## src/rtl/mips_pkg.sv

```systemverilog
// Shared MIPS front-end types and constants: word type, PC increment,
// default reset/NOP words and the next-PC selector encoding.
package mips_pkg;

  localparam int unsigned XLEN = 32;

  typedef logic [XLEN-1:0] word_t;

  localparam word_t PC_INC            = 32'd4;
  localparam word_t NOP_INSTR_DEFAULT = 32'h0000_0000;
  localparam word_t RESET_PC_DEFAULT  = 32'h0000_0000;
  localparam word_t ALIGN_MASK        = 32'h0000_0003;

  typedef enum logic [1:0] {
    SEL_INC    = 2'd0,
    SEL_BRANCH = 2'd1,
    SEL_JUMP   = 2'd2,
    SEL_HOLD   = 2'd3
  } next_pc_sel_t;

  // Word-align a fetch target by clearing the two byte-offset bits.
  function automatic word_t align_word(input word_t addr);
    return addr & ~ALIGN_MASK;
  endfunction

endpackage

```

## src/rtl/next_pc_select.sv

```systemverilog
// Combinational next-PC priority mux: branch > jump > stall > sequential.
module next_pc_select
  import mips_pkg::*;
(
  input  word_t        pc_i,
  input  logic         stall_i,
  input  logic         branch_taken_i,
  input  word_t        branch_target_i,
  input  logic         jump_i,
  input  word_t        jump_target_i,
  output next_pc_sel_t sel_o,
  output word_t        next_pc_o,
  output word_t        pc_plus4_o
);

  word_t pc_plus4;

  assign pc_plus4   = pc_i + PC_INC;
  assign pc_plus4_o = pc_plus4;

  // Older branch in EX beats the younger jump in ID; any redirect beats a stall.
  always_comb begin
    sel_o     = SEL_INC;
    next_pc_o = pc_plus4;
    if (branch_taken_i) begin
      sel_o     = SEL_BRANCH;
      next_pc_o = align_word(branch_target_i);
    end else if (jump_i) begin
      sel_o     = SEL_JUMP;
      next_pc_o = align_word(jump_target_i);
    end else if (stall_i) begin
      sel_o     = SEL_HOLD;
      next_pc_o = pc_i;
    end
  end

endmodule

```

## src/rtl/fetch_pc_stage.sv

```systemverilog
// MIPS instruction-fetch stage: PC register plus IF/ID latch with stall/flush.
// Optional build macro FETCH_BRANCH_STATS_EN adds a saturating taken-branch counter.
module fetch_pc_stage
  import mips_pkg::*;
#(
  parameter word_t RESET_PC  = RESET_PC_DEFAULT,
  parameter word_t NOP_INSTR = NOP_INSTR_DEFAULT
) (
  input  logic        Clk,
  input  logic        Rst,
  input  logic        Stall,
  input  logic        BranchTaken,
  input  logic [31:0] BranchTarget,
  input  logic        Jump,
  input  logic [31:0] JumpTarget,
  input  logic [31:0] Instruction,
  output logic [31:0] PC,
  output logic [31:0] IFID_PCPlus4,
  output logic [31:0] IFID_Instruction,
`ifdef FETCH_BRANCH_STATS_EN
  output logic [31:0] TakenCount,
`endif
  output logic        IFID_Valid
);

  if (RESET_PC[1:0] != 2'b00) begin : g_bad_reset_pc
    $error("fetch_pc_stage: RESET_PC must be word aligned");
  end

  next_pc_sel_t sel;
  word_t        next_pc;
  word_t        pc_plus4;

  word_t pc_q,    pc_d;
  word_t pp4_q,   pp4_d;
  word_t instr_q, instr_d;
  logic  valid_q, valid_d;

  next_pc_select u_next_pc_select (
    .pc_i            (pc_q),
    .stall_i         (Stall),
    .branch_taken_i  (BranchTaken),
    .branch_target_i (BranchTarget),
    .jump_i          (Jump),
    .jump_target_i   (JumpTarget),
    .sel_o           (sel),
    .next_pc_o       (next_pc),
    .pc_plus4_o      (pc_plus4)
  );

  // Redirects squash IF/ID with a constant NOP so an X fetch word never leaks.
  always_comb begin
    pc_d    = next_pc;
    pp4_d   = pp4_q;
    instr_d = instr_q;
    valid_d = valid_q;
    unique case (sel)
      SEL_INC: begin
        pp4_d   = pc_plus4;
        instr_d = Instruction;
        valid_d = 1'b1;
      end
      SEL_BRANCH, SEL_JUMP: begin
        pp4_d   = '0;
        instr_d = NOP_INSTR;
        valid_d = 1'b0;
      end
      SEL_HOLD: begin
        pp4_d   = pp4_q;
        instr_d = instr_q;
        valid_d = valid_q;
      end
      default: begin
        pp4_d   = pp4_q;
        instr_d = instr_q;
        valid_d = valid_q;
      end
    endcase
  end

  always_ff @(posedge Clk) begin
    if (Rst) begin
      pc_q    <= align_word(RESET_PC);
      pp4_q   <= '0;
      instr_q <= NOP_INSTR;
      valid_q <= 1'b0;
    end else begin
      pc_q    <= pc_d;
      pp4_q   <= pp4_d;
      instr_q <= instr_d;
      valid_q <= valid_d;
    end
  end

  assign PC               = pc_q;
  assign IFID_PCPlus4     = pp4_q;
  assign IFID_Instruction = instr_q;
  assign IFID_Valid       = valid_q;

`ifdef FETCH_BRANCH_STATS_EN
  word_t taken_cnt_q, taken_cnt_d;

  // Counts every taken branch, stalled or not, and sticks at all-ones.
  always_comb begin
    taken_cnt_d = taken_cnt_q;
    if (BranchTaken && (taken_cnt_q != '1)) begin
      taken_cnt_d = taken_cnt_q + 32'd1;
    end
  end

  always_ff @(posedge Clk) begin
    if (Rst) begin
      taken_cnt_q <= '0;
    end else begin
      taken_cnt_q <= taken_cnt_d;
    end
  end

  assign TakenCount = taken_cnt_q;
`endif

endmodule

```

## config.mk

```make
export PLATFORM = sky130hd
export DESIGN_NAME = fetch_pc_stage
export DESIGN_NICKNAME = d
export VERILOG_FILES = /design/src/rtl/mips_pkg.sv /design/src/rtl/next_pc_select.sv /design/src/rtl/fetch_pc_stage.sv
export SDC_FILE = /design/constraint.sdc
export NUM_CORES = 1
export LEC_CHECK = 0
export ABC_AREA = 0
export BUFFER_PORTS_ARGS = -buffer_cell sky130_fd_sc_hd__buf_2
export CAP_MARGIN = 10
export CELL_PAD_IN_SITES_DETAIL_PLACEMENT = 1
export CELL_PAD_IN_SITES_GLOBAL_PLACEMENT = 2
export CORE_UTILIZATION = 25
export CTS_BUF_LIST = sky130_fd_sc_hd__clkbuf_8
export DETAILED_ROUTE_END_ITERATION = 10
export PLACE_DENSITY_LB_ADDON = 0.3
export SLEW_MARGIN = 20
export SYNTH_ARGS = -nofsm -noshare
export SYNTH_HDL_FRONTEND = slang
export SYNTH_SLANG_ARGS = --single-unit
```

## constraint.sdc

```tcl
create_clock -name Clk -period 3.25 [get_ports Clk]
set_input_delay 0.65 -clock Clk [delete_from_list [all_inputs] [get_ports Clk]]
set_output_delay 0.65 -clock Clk [all_outputs]
set_load 0.05 [all_outputs]
```

==> summary.txt, run 1 <==
Critical path
  – Reg2Reg Setup Slack: 0.74 ns
  – Critical path type: flip-flop to flip-flop
  – Reg-to-reg startpoint: PC[2]
  – CP Capture Type: flip-flop
  – Critical path startpoint: PC[2]
  – Worst Reg-to-Reg Cells: 6
  – CP required: ~3.5 ns
  – Worst Path Arrival: 2.76 ns
  – Critical Path Fanout Max: 7
  – FF-to-FF End: IFID_PCPlus4[26]
  – Worst setup path endpoint: IFID_PCPlus4[26]
  – CP Launch Type: flip-flop

Placed design
  – Gp weighted congestion: between 0.7 and 0.8
  – Placed insts: 952
  – HPWL Detailed: 12.9 mm
  – Port buffer count: about 190
  – Dpl ws: 0.698 ns

Routing
  – Vias/cell: around 5.0
  – DRT iter0 DRCs: 150
  – Antenna Nets Post-Route: 0
  – Drt first pass iters: 4
  – DRC Markers: 0
  – Final wirelength: 17.4 mm
  – Vias: approximately 4800
  – WL per Instance: about 18 um

Cells and area
  – Seq. cell area: between 1500 and 2000 sq um
  – Most frequent cells in the layout: buf_2, dfxtp_1, nor2_1
  – Area of the multi-input gates: between 2000 and 2500 sq um
  – Share of layout cells above drive strength 1: 0.313
  – Non-Filler Instances: just under 1000
  – Fillers: 2208
  – P&R area growth vs syn: 30.6%
  – Fin nets: ~840
  – Commonest non-fill, non-tap cell in the layout: buf_2
  – Inserted Diodes: 0

Die
  – Die height: 138 um
  – Core Box Area: roughly 18000 sq um
  – Rows: 49
  – IO Pins: 198
  – Initial Util: 0.256
  – Die X: about 140 um
  – Die area: 18900 sq um

GRT
  – Total Routing Usage GR: 0.188
  – Vias in the first global route: 4981
  – Largest net degree at the start of global routing: 51
  – Global-route wire length before repair: 26.8 mm
  – GRT overflow: 0
  – Number of antenna violations at the first check in global routing: 2

Clock tree
  – CTS Hold Bufs: 0
  – Root Driver: clkbuf_8
  – Clk Latency, worst-skew pair: 0.38 ns
  – CTS Buf Count: 9
  – Post-CTS resize count: 0
  – Post-CTS setup buffers: 0
  – Max clock buf depth: 2
  – CTS H-tree lvls: 3
  – Worst-path clk slew: 0.10 ns
  – # clock sinks: 93
  – CTS tree: yes

Synthesis
  – Prevailing post-synth register cell: dfxtp_1
  – Synthesis Warnings: 0
  – Post-synth top area share: 0.405
  – Synthesized area: 4590 sq um
  – Synth area leader: dfxtp_1
  – Cells after synthesis: 564
  – Largest cells by area after synthesis: dfxtp_1, mux2i_1, a21oi_1
  – Syn avg cell area: 8.15 sq um
  – Synth cell types: 49
  – Ys async rst share: 0
  – Synthesized flop and latch total: slightly above 90
  – Number of flops mapped to enable cells by yosys: 0
  – Seq/Total Area, Yosys: 0.405

STA
  – Final hold vios: 0
  – Slew Viols, Final: 0
  – Setup TNS Final: 0 ns
  – Fmax: about 400 MHz
  – RSZ-0062 raised after global routing: false
  – Relative slew slack: 0.510
  – Slew @ Worst Pin: between 0.7 and 0.8 ns
  – Setup Viol. Count Final: 0
  – Setup ws final: 0.739 ns
  – Hold Slack: 0.463 ns
  – Crit path time final: 2.51 ns
  – Setup Skew: 0.00564 ns
  – Period utilization: 0.773

Power and ir drop
  – Pleak: between 0.002 and 0.003 uW
  – Total power: 2730 uW
  – Worst vdd ir: 0.220 mV
  – Pwr Density: 454 nW/um^2

Outcome
  – Run status: finished, final reports clean

Min path
  – Class of the worst hold path: flip-flop to flip-flop

Job
  – Max cap viols: 0
[stage by stage]
step | cell area, sq um | utilization
2_1_floorplan | 4610 | -
3_3_place_gp | 5750 | 0.320
3_5_place_dp | 5750 | 0.320
4_1_cts | 6000 | 0.334
5_1_grt | 6000 | 0.334
6_report | 6000 | 0.334
[registers in the layout, indices dropped and copies added, names as in the netlist]
| register | flops |
|---|---|
| IFID_Instruction | 32 |
| IFID_Valid | 1 |
| PC | 30 |
| IFID_PCPlus4 | 30 |
[worst max-delay path, stage by stage (launching register included)]
cell and delay [ns]:
dfxtp_1 0.52, ha_1 0.33, nand4_2 0.25, nor4_2 0.72, a41oi_1 0.25, o21ai_0 0.22
a21oi_1 0.09
[power by group]
part           leakage [uW]  internal [uW]  switching (uW)
registers          0.000758           1180            61.3
clock network      0.000121            516             456
logic               0.00181            166             346
[synthesized netlist by cell type, drive strengths merged (2+ instances only)]
cell type / count
a22oi: 5
nand2b: 2
a31oi: 6
clkbuf: 36
nor2b: 4
nand4: 10
nor4: 7
nor3: 11
mux2i: 37
a21boi: 2
and4: 8
o31ai: 4
or4: 2
nand3: 12
inv: 13
nand2: 36
buf: 12
a21oi: 66
o21ai: 43
dfxtp: 93
xnor2: 15
nor2: 80
a221oi: 3
a211oi: 21
and2: 2
o22ai: 4
a311oi: 2
a221o: 2
and3: 6
xor2: 7
nand3b: 3
[metal layers]
layer | vias to the layer above | global-route usage | part of all wire
met3 | 20 | 0.0552 | 0.077
met5 | - | 0 | 0.0015
li1 | 2342 | - | -
met4 | 4 | 0.0641 | 0.017
met1 | 2281 | 0.221 | 0.43
met2 | 146 | 0.323 | 0.47
[worst min-delay path by stage]
stage | start | slack, ns | cells past startpoint | end
after floorplan | IFID_PCPlus4[21] | 0.67 | 2 | IFID_PCPlus4[21]
after global placement | IFID_PCPlus4[30] | 0.44 | 2 | IFID_PCPlus4[30]
after global routing | IFID_PCPlus4[30] | 0.49 | 2 | IFID_PCPlus4[30]
after detailed placement | IFID_PCPlus4[21] | 0.45 | 2 | IFID_PCPlus4[21]
final | IFID_PCPlus4[21] | 0.46 | 2 | IFID_PCPlus4[21]
after CTS | IFID_PCPlus4[21] | 0.47 | 2 | IFID_PCPlus4[21]
[kinds of logic (layout without fill, tap and decap cells)]
group / count (synthesis) / count (layout) / synth area share
flip-flops: 93 / 93 / 0.405
AO/OA/AOI/OAI: 162 / 162 / 0.207
buffers and inverters: 61 / 233 / 0.0545
other: 1 / 4 / 0.000816
AND/OR/NAND/NOR: 187 / 187 / 0.208
adder cells (fa/ha/maj): 1 / 1 / 0.00272
XOR/XNOR: 22 / 22 / 0.0419
multiplexers: 37 / 37 / 0.0806
[cell type report]
| type | count | share of cell area |
|---|---|---|
| clock buffers | 9 | 0.0206 |
| repair buffers | 204 | 0.176 |
| multi-input cells | 413 | 0.416 |
| clock inverters | 7 | 0.0204 |
| flip-flops and latches | 93 | 0.310 |
| inverters | 13 | 0.00813 |
| well taps | 229 | 0.0477 |
No activity file was read; power rests on OpenSTA's default activity.
==> run 2, diff against run 1 <==
- CORE_UTILIZATION: 25 -> 24
- clock period: 3.25 -> 2.3 ns (I/O delays scaled with it)
==> run 2 against run 1 <==
  * Power grew 39%
  * First-iteration DRC count rose by 23%
  * Die area up 4.1%
  * Cell area up 2.6%
  * Maximum frequency is 17% higher
  * Sequential share of layout area down 0.75 points
  * Critical path type unchanged
  * Worst hold slack worse by 0.16 ns
  * Clock power is 33% higher
==> summary.txt, run 2 (synthesized netlist as in run 1, its figures left out) <==
Critical path
  – CP Capture Type: flip-flop (unchanged)
  – Worst Path Arrival: 2.46 ns (was 2.76 ns)
  – Critical path type: flip-flop to flip-flop (unchanged)
  – Max stage delay on crit path: 0.48 ns (was 0.72 ns)
  – Critical path, cell by cell: nand3_1 > buf_4 > nor3_1 > and3_1 > o21ai_0 > a211oi_1 (was ha_1 > nand4_2 > nor4_2 > a41oi_1 > o21ai_0 > a21oi_1)
  – Critical Path Fanout Max: 6 (was 7)
  – Slowest CP cell: dfxtp_1 (was nor4_2)
  – CP Launch Type: flip-flop (unchanged)
  – CP required: 2.61 ns (was 3.49 ns)

Routing
  – Vias: 4892 (was 4793)
  – DRC Markers: 0 (unchanged)
  – Antenna Nets Post-Route: 0 (unchanged)
  – Vias/cell: 4.91 (was 4.95)
  – WL per Instance: 17.7 um (was 18.0 um)
  – Drt first pass iters: 5 (was 4)
  – Final wirelength: 17.7 mm (was 17.4 mm)
  – DRT iter0 DRCs: 184 (was 150)

Power and ir drop
  – Total power: 3800 uW (was 2730 uW)
  – Pleak: 0.00279 uW (was 0.00268 uW)
  – Pwr Density: 617 nW/um^2 (was 454 nW/um^2)
  – Worst vdd ir: 0.235 mV (was 0.220 mV)

GRT
  – GRT overflow: 0 (unchanged)
  – Global-route wire length before repair: 27.7 mm (was 26.8 mm)
  – Number of antenna violations at the first check in global routing: 1 (was 2)
  – Largest net degree at the start of global routing: 49 (was 51)
  – Vias in the first global route: 5052 (was 4981)
  – Total Routing Usage GR: 0.182 (was 0.188)

Placed design
  – Placed Area: 5930 sq um (was 5750 sq um)
  – Dpl ws: 0.202 ns (was 0.698 ns)
  – Gp weighted congestion: 0.795 (was 0.774)
  – Port buffer count: 189 (unchanged)
  – HPWL Detailed: 13.4 mm (was 12.9 mm)

Die
  – Initial Util: 0.246 (was 0.256)
  – Core Box Area: 18700 sq um (was 18000 sq um)
  – Die X: 140 um (was 138 um)
  – IO Pins: 198 (unchanged)
  – Die height: 140 um (was 138 um)
  – Rows: 50 (was 49)
  – Die area: 19700 sq um (was 18900 sq um)

Cells and area
  – Commonest non-fill, non-tap cell in the layout: buf_2 (unchanged)
  – Most frequent cells in the layout: buf_2, dfxtp_1, nor2_1 (unchanged)
  – Post-route cell area: 6160 sq um (was 6000 sq um)
  – Final core utilization: 0.329 (was 0.334)
  – Fin nets: 859 (was 836)
  – Inserted Diodes: 0 (unchanged)
  – P&R area growth vs syn: 34.0% (was 30.6%)
  – Fillers: 2341 (was 2208)
  – Max FFs per register: 32 (unchanged)
  – Share of layout cells above drive strength 1: 0.335 (was 0.313)

Min path
  – Class of the worst hold path: primary input to flip-flop (was flip-flop to flip-flop)

STA
  – Period utilization: 0.935 (was 0.773)
  – Setup Viol. Count Final: 0 (unchanged)
  – Slew @ Worst Pin: 0.705 ns (was 0.729 ns)
  – RSZ-0062 raised after global routing: false (unchanged)
  – Setup ws final: 0.149 ns (was 0.739 ns)
  – Slew Viols, Final: 0 (unchanged)
  – Final hold vios: 0 (unchanged)
  – Setup Skew: 0.00985 ns (was 0.00564 ns)
  – Setup TNS Final: 0 ns (unchanged)
  – Fmax: 465 MHz (was 398 MHz)
  – Relative slew slack: 0.530 (was 0.510)
  – Crit path time final: 2.15 ns (was 2.51 ns)

Clock tree
  – Max clock buf depth: 2 (unchanged)
  – CTS Hold Bufs: 0 (unchanged)
  – Post-CTS setup buffers: 0 (unchanged)
  – Worst-path clk slew: 0.10 ns (about the same)
  – CTS tree: yes (unchanged)
  – CTS H-tree lvls: 3 (unchanged)
  – CTS Buf Count: 9 (unchanged)
  – Root Driver: clkbuf_8 (unchanged)
  – Clk Latency, worst-skew pair: 0.39 ns (was 0.38 ns)
  – Post-CTS resize count: 0 (unchanged)
  – # clock sinks: 93 (unchanged)

Job
  – Max cap viols: 0 (unchanged)

Outcome
  – Run status: finished, final reports clean (unchanged)
[run 2: cell types whose count changed in the layout (fill, tap and decap cells not counted), sizes merged]
cell	previous run	this run
buf	204	227
bufinv	3	2
clkbuf	9	10
clkinv	2	1
clkinvlp	1	2
[run 2: area by class of cell]
cell class	count	area, sq um	area share
tap	234	293	0.0476
multi-input combinational	413	2490	0.405
timing repair buffer	227	1230	0.200
inverter	13	48.8	0.00793
sequential	93	1860	0.303
clock buffer	10	138	0.0224
clock inverter	6	87.6	0.0142
[run 2: metal layers]
layer / part of all wire / global-route usage / wire [um] / vias to the layer above
met1: 0.44 / 0.217 / 7750 / 2322
met3: 0.066 / 0.0468 / 1170 / 18
met2: 0.48 / 0.314 / 8440 / 163
met4: 0.016 / 0.0648 / 283 / 2
li1: - / - / - / 2387
met5: 0.00096 / 0 / 17 / -
[run 2: through the flow]
step                      hold slack (ns)  std cells
after floorplan                     0.604        567
after global placement              0.441        980
after detailed placement            0.453        980
after CTS                           0.284        996
after global routing                0.300        996
final                               0.301        996
[run 2: worst paths after layout]
| check | cells after the start | startpoint | slack, ns | to |
|---|---|---|---|---|
| setup reg to reg | 6 | PC[9] | 0.15 | PC[16] |
| hold reg to reg | 2 | IFID_PCPlus4[3] | 0.46 | IFID_PCPlus4[3] |
| setup / recovery | 6 | PC[9] | 0.15 | PC[16] |
| hold / removal | 3 | Instruction[9] | 0.30 | IFID_Instruction[9] |
[run 2: worst max-delay path: cells and delay by family (launching register included)]
family / cells / cell delay (ns)
simple gates: 3 / 0.98
compound gates: 2 / 0.40
flops: 1 / 0.48
buf+inv: 1 / 0.21
[run 2: power breakdown]
group	internal (uW)	switching, uW
clock	641	649
sequential	1670	61.3
combinational	259	523
